==> src/rtl/sd_stream_otf_converter.sv <==
// On-the-fly converter: MSD-first radix-2 signed-digit stream -> two's-complement fixed point.
// Optional illegal-digit sticky flag is built only when OTFC_ERR_FLAG_EN is defined.
module sd_stream_otf_converter #(
    parameter int N_DIGITS = 8,
    parameter int CNT_W    = 9
) (
    input  logic                clk,
    input  logic                rst,
    input  logic                start,
    input  logic                digit_valid,
    input  logic [1:0]          digit_in,
    output logic                busy,
    output logic [CNT_W-1:0]    digit_cnt,
    output logic [N_DIGITS:0]   result,
    output logic                result_valid,
    output logic                err
);

    localparam int W = N_DIGITS + 1;
    localparam logic [W-1:0]     Q_INIT   = '0;
    localparam logic [W-1:0]     QM_INIT  = '1;
    localparam logic [CNT_W-1:0] CNT_ONE  = CNT_W'(1);
    localparam logic [CNT_W-1:0] CNT_LAST = CNT_W'(N_DIGITS);

    typedef enum logic [1:0] {
        S_IDLE    = 2'd0,
        S_CONVERT = 2'd1,
        S_DONE    = 2'd2
    } state_t;

    state_t           state_r, state_nx;
    logic [W-1:0]     q_r, qm_r, q_nx, qm_nx;
    logic [W-1:0]     q_first_s, qm_first_s, q_step_s, qm_step_s;
    logic [W-1:0]     result_r, result_nx;
    logic [CNT_W-1:0] cnt_r, cnt_nx, cnt_inc_s;
    logic             busy_r, rv_r, rv_nx;
    logic             load_s;

    // Q tracks the converted value; code 11 falls into the zero-digit branch.
    function automatic logic [W-1:0] q_shift(input logic [W-1:0] q,
                                             input logic [W-1:0] qm,
                                             input logic [1:0]   d);
        case (d)
            2'b10:   q_shift = {q[W-2:0], 1'b1};
            2'b01:   q_shift = {qm[W-2:0], 1'b1};
            default: q_shift = {q[W-2:0], 1'b0};
        endcase
    endfunction

    // QM tracks Q minus one ulp at the current precision.
    function automatic logic [W-1:0] qm_shift(input logic [W-1:0] q,
                                              input logic [W-1:0] qm,
                                              input logic [1:0]   d);
        case (d)
            2'b10:   qm_shift = {q[W-2:0], 1'b0};
            2'b01:   qm_shift = {qm[W-2:0], 1'b0};
            default: qm_shift = {qm[W-2:0], 1'b1};
        endcase
    endfunction

`ifdef OTFC_ERR_FLAG_EN
    logic err_r, err_nx, illegal_s;
    assign illegal_s = (digit_in == 2'b11);
    assign err       = err_r;
`else
    assign err = 1'b0;
`endif

    // Next-state, datapath update and output-register next values.
    always_comb begin
        q_first_s  = q_shift(Q_INIT, QM_INIT, digit_in);
        qm_first_s = qm_shift(Q_INIT, QM_INIT, digit_in);
        q_step_s   = q_shift(q_r, qm_r, digit_in);
        qm_step_s  = qm_shift(q_r, qm_r, digit_in);
        cnt_inc_s  = cnt_r + CNT_ONE;
        load_s     = digit_valid && start;
        state_nx   = state_r;
        q_nx       = q_r;
        qm_nx      = qm_r;
        cnt_nx     = cnt_r;
        result_nx  = result_r;
        rv_nx      = 1'b0;
`ifdef OTFC_ERR_FLAG_EN
        err_nx     = err_r;
`endif
        if (load_s) begin
            // A start in any state begins a fresh stream; a partial one is dropped.
            q_nx   = q_first_s;
            qm_nx  = qm_first_s;
            cnt_nx = CNT_ONE;
`ifdef OTFC_ERR_FLAG_EN
            err_nx = illegal_s;
`endif
            if (CNT_ONE == CNT_LAST) begin
                state_nx  = S_DONE;
                rv_nx     = 1'b1;
                result_nx = q_first_s;
            end else begin
                state_nx = S_CONVERT;
            end
        end else begin
            case (state_r)
                S_IDLE: state_nx = S_IDLE;
                S_CONVERT: begin
                    if (digit_valid) begin
                        q_nx   = q_step_s;
                        qm_nx  = qm_step_s;
                        cnt_nx = cnt_inc_s;
`ifdef OTFC_ERR_FLAG_EN
                        err_nx = err_r | illegal_s;
`endif
                        if (cnt_inc_s == CNT_LAST) begin
                            state_nx  = S_DONE;
                            rv_nx     = 1'b1;
                            result_nx = q_step_s;
                        end else begin
                            state_nx = S_CONVERT;
                        end
                    end else begin
                        state_nx = S_CONVERT;
                    end
                end
                S_DONE:  state_nx = S_IDLE;
                default: state_nx = S_IDLE;
            endcase
        end
    end

    // State, datapath and registered outputs.
    always_ff @(posedge clk) begin
        if (rst) begin
            state_r  <= S_IDLE;
            q_r      <= Q_INIT;
            qm_r     <= QM_INIT;
            cnt_r    <= '0;
            result_r <= '0;
            rv_r     <= 1'b0;
            busy_r   <= 1'b0;
        end else begin
            state_r  <= state_nx;
            q_r      <= q_nx;
            qm_r     <= qm_nx;
            cnt_r    <= cnt_nx;
            result_r <= result_nx;
            rv_r     <= rv_nx;
            busy_r   <= (state_nx == S_CONVERT);
        end
    end

`ifdef OTFC_ERR_FLAG_EN
    // Sticky illegal-digit flag, cleared by a new stream or reset.
    always_ff @(posedge clk) begin
        if (rst) begin
            err_r <= 1'b0;
        end else begin
            err_r <= err_nx;
        end
    end
`endif

    assign busy         = busy_r;
    assign digit_cnt    = cnt_r;
    assign result       = result_r;
    assign result_valid = rv_r;

endmodule

==> config.mk <==
export PLATFORM = sky130hd
export DESIGN_NAME = sd_stream_otf_converter
export DESIGN_NICKNAME = d
export VERILOG_FILES = /design/src/rtl/sd_stream_otf_converter.sv
export SDC_FILE = /design/constraint.sdc
export NUM_CORES = 1
export LEC_CHECK = 0
export ABC_AREA = 1
export BUFFER_PORTS_ARGS = -buffer_cell sky130_fd_sc_hd__buf_2
export CAP_MARGIN = 20
export CORE_UTILIZATION = 55
export DETAILED_ROUTE_END_ITERATION = 16
export PLACE_DENSITY = 0.77
export SYNTH_ARGS = -nofsm -noshare
export SYNTH_HDL_FRONTEND = slang
export SYNTH_SLANG_ARGS = --single-unit
==> constraint.sdc <==
create_clock -name clk -period 2.6 [get_ports clk]
set_input_delay 0.39 -clock clk [delete_from_list [all_inputs] [get_ports clk]]
set_output_delay 0.39 -clock clk [all_outputs]
set_load 0.03 [all_outputs]
### Word level (Yosys, flattened, before mapping)

Cells that the tools add are included.

| storage, ports and cells | value |
|---|---|
| flip-flop bits (word level) | 38 |
| bits of input ports | 6 |
| output and inout port bits | 21 |

| operators by class | value |
|---|---|
| add/subtract/negate cells | 1 |
| eq/ne operators | 5 |
| mux-type cells | 18 |
| bitwise logic cells | 3 |
| reduce and logical (&&, ||, !) cells | 8 |

Operators by type and width:

| kind | number |
|---|---|
| two-way mux 8 bit | 6 |
| one-hot mux 8 bit (2 select lines) | 3 |
| one-hot mux 9 bit (2 select lines) | 1 |
| adder 9 x 1 -> 9 bit (second input constant) | 1 |
| == test 9 x 4 -> 1 bit (second input constant) | 1 |
| two-way mux 2 bit | 4 |
| == test 2 x 1 -> 1 bit (second input constant) | 3 |
| two-way mux 1 bit | 4 |
| AND reduction 2 bit | 2 |
| AND reduction 4 bit | 1 |
| nonzero test 2 bit | 2 |
| OR reduction 4 bit | 1 |
| inverter 1 bit | 3 |
| == test 2 bit (second input constant) | 1 |
| OR reduction 2 bit | 1 |
| logical AND 1 bit | 1 |

### Logic depth before layout (Yosys ltp)

| logic depth | value |
|---|---|
| depth after elaboration | 7 |
| depth in mapped cells | 12 |

### Worst setup path before layout

Ideal clock, no wire load.

| path | value |
|---|---|
| path type | register to register |
| start point | register cnt_r[0] (netlist: digit_cnt[0]) |
| end point | register result_r[2] (netlist: result[2]) |
| setup time | 0.112 ns |
| arrival | 1.870 ns |
| data required time | 2.488 ns |
| path slack | 0.618 ns |
| stages on the path, launching flop included | 12 |
| buffers on the path | 1 |
| clock period less this slack | 1.982 ns |
| path through | dfxtp_1 -> ha_1 -> nand2_2 -> nor2_2 -> nand2_1 -> nand2_1 -> nand2_1 -> nor2_4 -> nand4_4 -> buf_6 -> nor2_2 -> nor2_1 |

| between the ends | value |
|---|---|
| longest elaborated chain between the ends | 3 |

Ends and longest elaborated chain:

| what | RTL line | text |
|---|---|---|
| start, declared | 35 | `logic [CNT_W-1:0] cnt_r, cnt_nx, cnt_inc_s;` |
| start signal, assigned | 143 | `cnt_r <= cnt_nx;` |
| adder 9 x 1 -> 9 bit | 75 | `cnt_inc_s = cnt_r + CNT_ONE;` |
| == test 9 x 4 -> 1 bit | 112 | `if (cnt_inc_s == CNT_LAST) begin` |
| AND reduction 4 bit (no source line) | - |  |
| end signal, assigned | 144 | `result_r <= result_nx;` |
| end, declared | 34 | `logic [W-1:0] result_r, result_nx;` |

Every way passes these cells.
A chain may end at the register's enable or synchronous reset.

### Worst setup path after layout

| path | value |
|---|---|
| start point | register cnt_r[0] (netlist: digit_cnt[0]) |
| end point | register result_r[3] (netlist: result[3]) |

The elaborated chain is that of the path after synthesis.

==> Implementation_results.wiki <==
{| class="wikitable"
! Metric !! Value
|-
| Run status || complete, no violations
|-
| 1st-iter DRT viols || 133
|-
| Post-synthesis area per instance || about 7.3 sq um
|-
| Fraction of layout cells with a size suffix above 1 || 0.186
|-
| Worst hold-check slack || 0.399 ns
|-
| HPWL reported at the end of detailed placement || 2.89 mm
|-
| First-pass GRT wire length || 6.70 mm
|-
| Tmin final || around 2.0 ns
|-
| Sequential share of the synthesized area || 0.401
|-
| Effective utilization at floorplan || 0.601
|-
| Arrival time of data at the critical path endpoint || 2.28 ns
|-
| Type of the most critical hold path || primary input to flip-flop
|-
| Weighted congestion at the end of routability-driven global placement || 0.886
|-
| IR Drop Worst-Case VDD || 314 uV
|-
| Floorplan die height || 60.7 microns
|-
| Number of nets in the finished design || between 300 and 400
|-
| Count of cells resized by post-cts repair || 0
|-
| Latest clock arrival within the worst-skew pair || 0.35 ns
|-
| Post-synth EDFFs || 0
|-
| Upper clock frequency limit || between 500 and 600 MHz
|-
| Vias per std cell || 5.13
|-
| Max Clock Skew || 0.0123 ns
|-
| Signed area change from the synthesized netlist to the final layout || 11.9%
|-
| Placement Cell Area || 2060 sq um
|-
| Total wirelength of the detailed-routed design || just under 4 mm
|-
| Startpoint of the worst register-to-register path || digit_cnt[0]
|-
| Cts-stage hold buffer count || 0
|-
| Number of global-route vias before repair || 1464
|-
| Depth of the worst register-to-register path || 11
|-
| Cell area after synthesis || ~1900 sq um
|-
| Register-to-Register Setup Slack || 0.61 ns
|-
| Site row count || 20
|-
| Most used flip-flop cell after synthesis || sky130_fd_sc_hd__dfxtp_1
|-
| Startpoint-to-endpoint class of the critical path || flip-flop to flip-flop
|-
| Combined global-route utilization of all metal layers || 0.247
|-
| Worst setup startpoint || digit_cnt[0]
|-
| Setup total negative slack || 0 ns
|-
| Max-slew violation count || 0
|-
| Fin util || 0.673
|-
| DRC viols || 0
|-
| Fill cell instance count of the final layout || 293
|-
| CP required || roughly 2.9 ns
|-
| Max Buffers Root-to-Sink || 2
|-
| Horizontal die dimension || between 60 and 70 microns
|-
| Rel. slew slack || 0.619
|-
| Final count of negative-setup-slack endpoints || 0
|-
| Max Fanout on Critical Path || 19
|-
| Max cap viols || 0
|-
| Clock H-tree levels || 2
|-
| Number of storage elements in the synthesis netlist || 38
|-
| Number of nets in the synthesized netlist || ~270
|-
| Number of antenna violations at the first check in global routing || 0
|-
| Synthesized instance count || about 260
|-
| Standby leakage power || 1.09 nW
|-
| Number of optimization iterations in the first detailed-route pass || 4
|-
| Ant. Diodes || 0
|-
| Post-Layout Inst Area || 2120 sq um
|-
| Power per cell area || 531 nW/um^2
|-
| Slew at the pin with the worst max-slew slack || between 0.5 and 0.6 ns
|-
| GR Overflow Total || 0
|-
| Storage element area || 761 sq um
|-
| CP Launch Type || flip-flop
|-
| Destination of the worst register-to-register timing path || result[3]
|-
| Multi-input logic area || just over 900 sq um
|-
| Number of distinct standard cells referenced by the synthesized netlist || 29
|-
| Number of warnings reported in the yosys synthesis log || 0
|-
| Total die area || 3690 sq um
|-
| Maximum number of pins on one net before global-route repair || 20
|-
| Share of flip-flops with an asynchronous set or reset || 0
|-
| Core region area || 3150 sq um
|-
| Clock-pin slew on the worst setup and hold paths || between 0.1 and 0.15 ns
|-
| Count of input and output buffers || 25
|-
| Final critical-path share of the clock period || 0.767
|-
| Count of final hold-check violations || 0
|-
| Clock Tree Root || sky130_fd_sc_hd__clkbuf_4
|-
| Sort of element at the end of the critical path || flip-flop
|-
| RSZ-0062 raised after global routing || no
|-
| Number of buffers created by CTS || 5
|-
| Count of antenna-violating nets left after detailed routing || 0
|-
| Number of ports placed on the die boundary || 27
|-
| CTS tree || built
|-
| Total setup buffers inserted after CTS || 0
|-
| Count of clock tree sinks || 38
|-
| WL per Instance || about 12 microns
|-
| Crit path to || result[3]
|-
| Pwr Total || approximately 0.0011 W
|-
| Via total after detailed routing || 1720
|}
[metrics by stage]
stage / setup slack [ns] / cells
6_report: 0.605 / 335
3_3_place_gp: 0.676 / 327
4_1_cts: 0.599 / 335
2_1_floorplan: 0.618 / 261
5_1_grt: 0.358 / 335
3_5_place_dp: 0.633 / 327
[Yosys cell counts (2+ instances only)]
cell type | n | area [sq um]
sky130_fd_sc_hd__nor2_1 | 26 | 97.6
sky130_fd_sc_hd__o211ai_1 | 3 | 22.5
sky130_fd_sc_hd__inv_1 | 49 | 184
sky130_fd_sc_hd__o221ai_1 | 6 | 52.6
sky130_fd_sc_hd__a21oi_1 | 9 | 45.0
sky130_fd_sc_hd__ha_1 | 5 | 62.6
sky130_fd_sc_hd__a22oi_1 | 7 | 52.6
sky130_fd_sc_hd__clkinv_1 | 2 | 7.51
sky130_fd_sc_hd__a221oi_1 | 7 | 61.3
sky130_fd_sc_hd__nand3_1 | 8 | 40.0
sky130_fd_sc_hd__nand2_2 | 2 | 12.5
sky130_fd_sc_hd__nor2_4 | 2 | 22.5
sky130_fd_sc_hd__buf_2 | 2 | 10.0
sky130_fd_sc_hd__o21ai_0 | 9 | 45.0
sky130_fd_sc_hd__nand2_1 | 56 | 210
sky130_fd_sc_hd__nor2_2 | 12 | 75.1
sky130_fd_sc_hd__dfxtp_1 | 38 | 761
sky130_fd_sc_hd__o22ai_1 | 6 | 37.5
sky130_fd_sc_hd__clkbuf_1 | 2 | 7.51
[kinds of logic after synthesis]
kind of cell | after synthesis | synth area share
AND/OR/NAND/NOR | 111 | 0.267
other | 1 | 0.00198
adder cells (fa/ha/maj) | 5 | 0.0330
flip-flops | 38 | 0.401
AO/OA/AOI/OAI | 48 | 0.172
buffers and inverters | 57 | 0.120
XOR/XNOR | 1 | 0.00462
[placed cells by master (no fill, tap or decap), drive strengths merged, types with 6 or more instances in the layout]
master  instances
o21ai           9
inv            49
o221ai          6
nor2           40
dfxtp          38
o22ai           6
nand3           9
a22oi           7
a21oi           9
a221oi          7
buf            28
nand2          58
clkbuf          7
[where the power goes]
part | leakage, nW | internal, W | switching, W | total [W]
sequential | 0.311 | 0.000611 | 0.0000208 | 0.000631
clock | 0.0353 | 0.000131 | 0.000193 | 0.000324
combinational | 0.744 | 0.0000563 | 0.000115 | 0.000172
[worst min-delay path by stage]
| stage | from | to | slack (ns) | cells past startpoint |
|---|---|---|---|---|
| after CTS | rst | state_r[1] | 0.38 | 2 |
| after global routing | rst | state_r[0] | 0.41 | 2 |
| after global placement | q_r[7] | q_r[7] | 0.46 | 2 |
| final | rst | state_r[1] | 0.40 | 2 |
| after detailed placement | qm_r[7] | qm_r[7] | 0.47 | 2 |
| after floorplan | qm_r[7] | qm_r[7] | 0.45 | 2 |
[layer usage]
layer	vias up	GRT usage	routed length (microns)
li1	901	-	-
met1	758	0.377	2100
met2	56	0.328	1530
met3	5	0.0768	247
met4	0	0.0747	46
met5	-	0	0
[critical path, cell delays in order (launching register included)]
cell	delay [ns]
sky130_fd_sc_hd__dfxtp_1	0.45
sky130_fd_sc_hd__ha_1	0.29
sky130_fd_sc_hd__nand2_2	0.09
sky130_fd_sc_hd__nor2_2	0.13
sky130_fd_sc_hd__nand2_1	0.07
sky130_fd_sc_hd__nand2_1	0.06
sky130_fd_sc_hd__nand2_1	0.09
sky130_fd_sc_hd__nor2_4	0.16
sky130_fd_sc_hd__nand4_4	0.31
sky130_fd_sc_hd__nand2_1	0.14
sky130_fd_sc_hd__nand2_1	0.05
sky130_fd_sc_hd__nor2_1	0.08
[state kept, by name (all words and copies together) (netlist names)]
signal	flops
busy	1
digit_cnt	9
q_r	8
qm_r	8
result	9
result_valid	1
state_r	2
[area by class of cell]
cell class / instances / share of cell area
inverters: 51 / 0.0902
clock inverters: 1 / 0.00236
clock buffers: 7 / 0.0259
multi-input cells: 166 / 0.427
repair buffers: 28 / 0.0696
well taps: 44 / 0.0259
flip-flops and latches: 38 / 0.358
Power figures use the tool's default switching activity.
